$ cat config.mk
export PLATFORM = sky130hd
export DESIGN_NAME = bcd_gate_controller
export DESIGN_NICKNAME = d
export VERILOG_FILES = /design/src/rtl/bcd_gate_controller.sv
export SDC_FILE = /design/constraint.sdc
export NUM_CORES = 1
export LEC_CHECK = 0
export CAP_MARGIN = 10
export CORE_MARGIN = 5
export CORE_UTILIZATION = 40
export DETAILED_ROUTE_END_ITERATION = 8
export PLACE_DENSITY = 0.71
export SETUP_SLACK_MARGIN = 0.5
export SYNTH_ARGS = -nofsm -noshare
export SYNTH_HDL_FRONTEND = slang
export SYNTH_SLANG_ARGS = --single-unit
$ cat constraint.sdc
create_clock -name clk -period 2.74 [get_ports clk]
set_input_delay 0.548 -clock clk [delete_from_list [all_inputs] [get_ports clk]]
set_output_delay 0.548 -clock clk [all_outputs]
set_load 0.02 [all_outputs]
$ cat src/rtl/bcd_gate_controller.sv
`default_nettype none
// ============================================================================
// Module   : bcd_gate_controller
// Brief    : Gated measurement sequencer for an N-digit BCD event counter.
// Revision : 1.0
// ============================================================================
module bcd_gate_controller #(
    parameter int NDIGIT     = 4,
    parameter int GATE_TICKS = 1000,
    parameter int CONTINUOUS = 0
) (
    input  logic                  clk,
    input  logic                  rst,
    input  logic                  start,
    input  logic                  abort,
    input  logic                  tick,
    input  logic                  evt,
    input  logic [4*NDIGIT-1:0]   cnt_bcd,
    input  logic                  cnt_ovf,
    output logic                  cnt_clr,
    output logic                  cnt_en,
    output logic                  busy,
    output logic                  done,
    output logic [4*NDIGIT-1:0]   result,
    output logic                  result_ovf
);

    localparam int c_GW = $clog2(GATE_TICKS + 1);

    typedef enum logic [2:0] {
        S_IDLE  = 3'd0,
        S_CLEAR = 3'd1,
        S_ARM   = 3'd2,
        S_GATE  = 3'd3,
        S_FLUSH = 3'd4,
        S_DONE  = 3'd5
    } state_t;

    state_t            r_state;
    state_t            w_state_nxt;
    logic              r_evt_q;
    logic [c_GW-1:0]   r_gate_cnt;
    logic              r_ovf_sticky;
    logic              w_evt_rise;
    logic              w_last_tick;

    assign w_evt_rise  = evt & ~r_evt_q;
    assign w_last_tick = tick && (r_gate_cnt == c_GW'(1));

    always_comb begin
        w_state_nxt = r_state;
        cnt_clr     = 1'b0;
        cnt_en      = 1'b0;
        busy        = 1'b1;
        done        = 1'b0;
        case (r_state)
            S_IDLE: begin
                busy = 1'b0;
                if (start && !abort) w_state_nxt = S_CLEAR;
            end
            S_CLEAR: begin
                cnt_clr     = 1'b1;
                w_state_nxt = abort ? S_IDLE : S_ARM;
            end
            S_ARM: begin
                if (abort)     w_state_nxt = S_IDLE;
                else if (tick) w_state_nxt = S_GATE;
            end
            S_GATE: begin
                // The rise coinciding with the closing tick is still counted.
                cnt_en = w_evt_rise;
                if (abort)            w_state_nxt = S_IDLE;
                else if (w_last_tick) w_state_nxt = S_FLUSH;
            end
            S_FLUSH: begin
                w_state_nxt = abort ? S_IDLE : S_DONE;
            end
            S_DONE: begin
                done = 1'b1;
                if (!abort && (CONTINUOUS != 0 || start)) w_state_nxt = S_CLEAR;
                else                                      w_state_nxt = S_IDLE;
            end
            default: w_state_nxt = S_IDLE;
        endcase
    end

    always_ff @(posedge clk) begin
        if (rst) begin
            r_state      <= S_IDLE;
            r_evt_q      <= 1'b0;
            r_gate_cnt   <= '0;
            r_ovf_sticky <= 1'b0;
            result       <= '0;
            result_ovf   <= 1'b0;
        end else begin
            r_state <= w_state_nxt;
            r_evt_q <= evt;
            case (r_state)
                S_CLEAR: begin
                    r_gate_cnt   <= c_GW'(GATE_TICKS);
                    r_ovf_sticky <= 1'b0;
                end
                S_GATE: begin
                    if (tick)             r_gate_cnt   <= r_gate_cnt - c_GW'(1);
                    if (cnt_en && cnt_ovf) r_ovf_sticky <= 1'b1;
                end
                S_FLUSH: begin
                    // An abort here discards the measurement.
                    if (!abort) begin
                        result     <= cnt_bcd;
                        result_ovf <= r_ovf_sticky;
                    end
                end
                default: ;
            endcase
        end
    end

endmodule
`default_nettype wire
==> flow_metrics.py <==
metrics = {
    "status": {
        "status": "completed",
    },
    "timing": {
        "fmax_mhz": 462.2,
        "finalHoldViolCount": 0,
        "rsz0062_at_grt": "yes",
        "worst_pin_slew_ns": 0.6558,
        "drv_slew": 0,
        "fin_skew_ns": 0.004753,
        "setup_tns_ns": 0,
        "setup_violations": 0,
        "period_share_pct": 78.96,
        "whs_ns": 0.4570,
        "fin_crit_ns": 2.163,
        "relSlewSlack_pct": 56.15,
    },
    "worst_setup_path": {
        "crit_path_start_kind": "flip-flop",
        "max_stage_delay_ns": 0.38,
        "cpMaxStageDelayCell": "dfxtp_2",
        "rr_worst_depth": 4,
        "crit_chain": "and2b_2 -> or2b_2 -> inv_1 -> clkbuf_2",
        "endpoint_kind": "output pin",
        "crit_buf_inv": 2,
        "cp.required_ns": 2.19,
        "crit_type": "flip-flop to output pin",
        "r2r-end": "r_gate_cnt[8]",
        "path_delay_family": "simple AND/OR/NAND/NOR gates",
        "crit_fanout": 12,
        "critPathArrivalTime_ns": 1.62,
        "r2r-start": "r_gate_cnt[2]",
        "r2r_slack_ns": 0.85,
    },
    "routing": {
        "drtIter0Drc": 55,
        "vias": 1278,
        "drc": 0,
        "firstDrtPassIters": 4,
        "finalWirelength_um": 3131,
        "via_per_inst": 4.953,
        "wire_per_inst_um": 12.14,
        "ant_nets": 0,
    },
    "yosys": {
        "yosys.area.top_type_share_pct": 46.13,
        "ys_ff_latch": 32,
        "synth_xor_area_share_pct": 1.261,
        "synthMostInstantiatedCell": "nand2_1",
        "synth-simple-area-share_pct": 27.75,
        "synth-adder-area-share_pct": 1.802,
        "synth_compound_area_share_pct": 16.94,
        "yosysUniqueCellTypes": 36,
        "async_flop_share_pct": 0,
        "ys_top_cells_by_area": "dfxtp_1 (46%), nand2_1 (10%), a21oi_1 (6.8%)",
        "synthFlopType": "dfxtp_1",
        "yosysSeqAreaShare_pct": 46.13,
        "synth.avg_cell_area_um2": 8.218,
        "synth_edf_count": 0,
        "synth_mux_area_share_pct": 0.7207,
        "synth_cells": 169,
        "yosysTopAreaCell": "dfxtp_1",
        "netlist_top_cells_count": "nand2_1 (37), dfxtp_1 (32), a21oi_1 (19), clkbuf_1 (8), nor2_1 (8)",
        "synthesis.nets": 194,
        "yosysWarnings": 0,
        "synth_area_um2": 1389,
        "synth_top_family_by_area": "simple AND/OR/NAND/NOR gates",
    },
    "grt": {
        "grt_pass1_vias": 1220,
        "antenna_found_initial": 0,
        "grt_max_degree": 28,
        "grt_first_pass_wirelength_um": 5168,
        "grt_use_total_pct": 14.50,
        "gr-total-overflow": 0,
    },
    "min_path": {
        "min_path_type": "flip-flop to flip-flop",
        "hold_start": "result[4]",
        "hold_end": "result[4]",
        "whs_path_depth": 2,
    },
    "cells_and_area": {
        "fin_nets": 236,
        "area_growth_pct": 37.48,
        "fin_util_pct": 57.22,
        "diodes": 0,
        "drive_gt1_share_pct": 8.962,
        "fin_area_um2": 1909,
    },
    "clock_network": {
        "insertion_delay_ns": 0.31,
        "clock-root-buffer": "clkbuf_4",
        "cts_tree": "yes",
        "htree_levels": 2,
        "path_clk_slew_ns": 0.10,
        "clock_path_buffers": 2,
        "cts.sinks": 32,
        "cts_buffers": 5,
        "cts_setup_buffers": 0,
    },
    "power": {
        "p_total_uw": 990.0,
        "p_leak_uw": 0.0006740,
        "p_sw_share_pct": 24.23,
        "ir_drop_v": 0.0003169,
        "power_switching_uw": 239.9,
        "pwr-share-clk_pct": 34.7,
        "intPower_uw": 750.1,
        "combPwrFrac_pct": 14.4,
        "power_density_nw_per_um2": 518.5,
        "power.share.sequential_pct": 50.9,
    },
    "floorplanning": {
        "fp.dieH_um": 68.93,
        "fp.dieW_um": 68.93,
        "core-area_um2": 3337,
        "pin_count": 44,
        "dieArea_um2": 4751,
        "rows": 21,
        "initial_core_util_pct": 41.62,
    },
    "placed_design": {
        "place_congestion": 0.7978,
        "io_buffers": 43,
        "hpwl_um": 2326,
        "placedInstanceArea_um2": 1839,
    },
    "job": {
        "drv_cap": 0,
    },
}
[through the flow]
step / instances / setup WS (ns)
floorplan: 169 / 0.9098
CTS: 258 / 0.3965
global route: 258 / 0.4666
global placement: 250 / 0.2539
finish: 258 / 0.5765
detailed placement: 250 / 0.2356
[layer usage]
layer / vias up / share of wire [%] / track usage, %
li1: 674 / - / -
met1: 576 / 44 / 17.31
met2: 26 / 50 / 24.40
met3: 2 / 4.8 / 4.052
met4: 0 / 1.1 / 5.839
met5: - / 0 / 0
[power by group through the flow]
stage / combinational [uW] / clock (uW) / sequential (uW)
global placement: 140 / 0 / 513
finish: 142 / 343 / 504
floorplan: 96.9 / 0 / 509
detailed placement: 146 / 0 / 514
global route: 158 / 383 / 507
CTS: 144 / 357 / 504
[repair_timing]
item | CTS | global route
setup endpoints to repair | 4 | 4
gates resized for setup | 5 | 6
hold buffers | 0 | 0
pin swaps | 0 | 0
[cell families (layout without fill, tap and decap cells)]
logic type	after synthesis	in the layout
xor gates and xnor gates	2	2
buffers and inverters	15	58
muxes	1	1
adders and majority gates	2	2
and+or+nand+nor	77	77
AOI/OAI and AO/OA	40	40
DFF	32	32
[registers in the layout, indices dropped and copies added, names as in the netlist]
signal,flops
r_gate_cnt,10
r_evt_q,1
result,16
result_ovf,1
r_state,3
r_ovf_sticky,1
[tightest hold or removal path, cell delays in order, from the launching register on]
cell and delay (ns):
dfxtp_1 0.32, nand2_1 0.05, a21oi_1 0.05
[worst max-delay path by stage]
stage	from	to	slack [ns]	cells after the start
after floorplan	r_state[1]	cnt_en	0.91	3
after global placement	evt	cnt_en	0.25	4
after detailed placement	evt	cnt_en	0.24	4
after CTS	r_state[2]	cnt_clr	0.40	4
after global routing	r_state[2]	cnt_clr	0.47	4
final	r_state[2]	cnt_clr	0.58	4
[placed cells by master, fill, tap and decap left out, drive strengths merged, types with 3 or more instances in the layout]
master          n
nor3            6
dfxtp          32
a22oi           3
a21oi          19
clkbuf          8
o21ai           5
or3             7
clkdlybuf4s50  39
buf             3
inv             4
nor2            8
nand2          37
nand2b          4
a31oi           6
or4             4
[cell type report]
| type | instances | area (um2) |
|---|---|---|
| multi-input combinational | 122 | 673.1 |
| clock inverter | 2 | 35.03 |
| clock buffer | 6 | 41.29 |
| timing repair buffer | 46 | 444.2 |
| fill | 323 | 1428 |
| tap | 46 | 57.56 |
| sequential | 32 | 643.1 |
| inverter | 4 | 15.01 |
No activity file was read; power rests on OpenSTA's default activity.
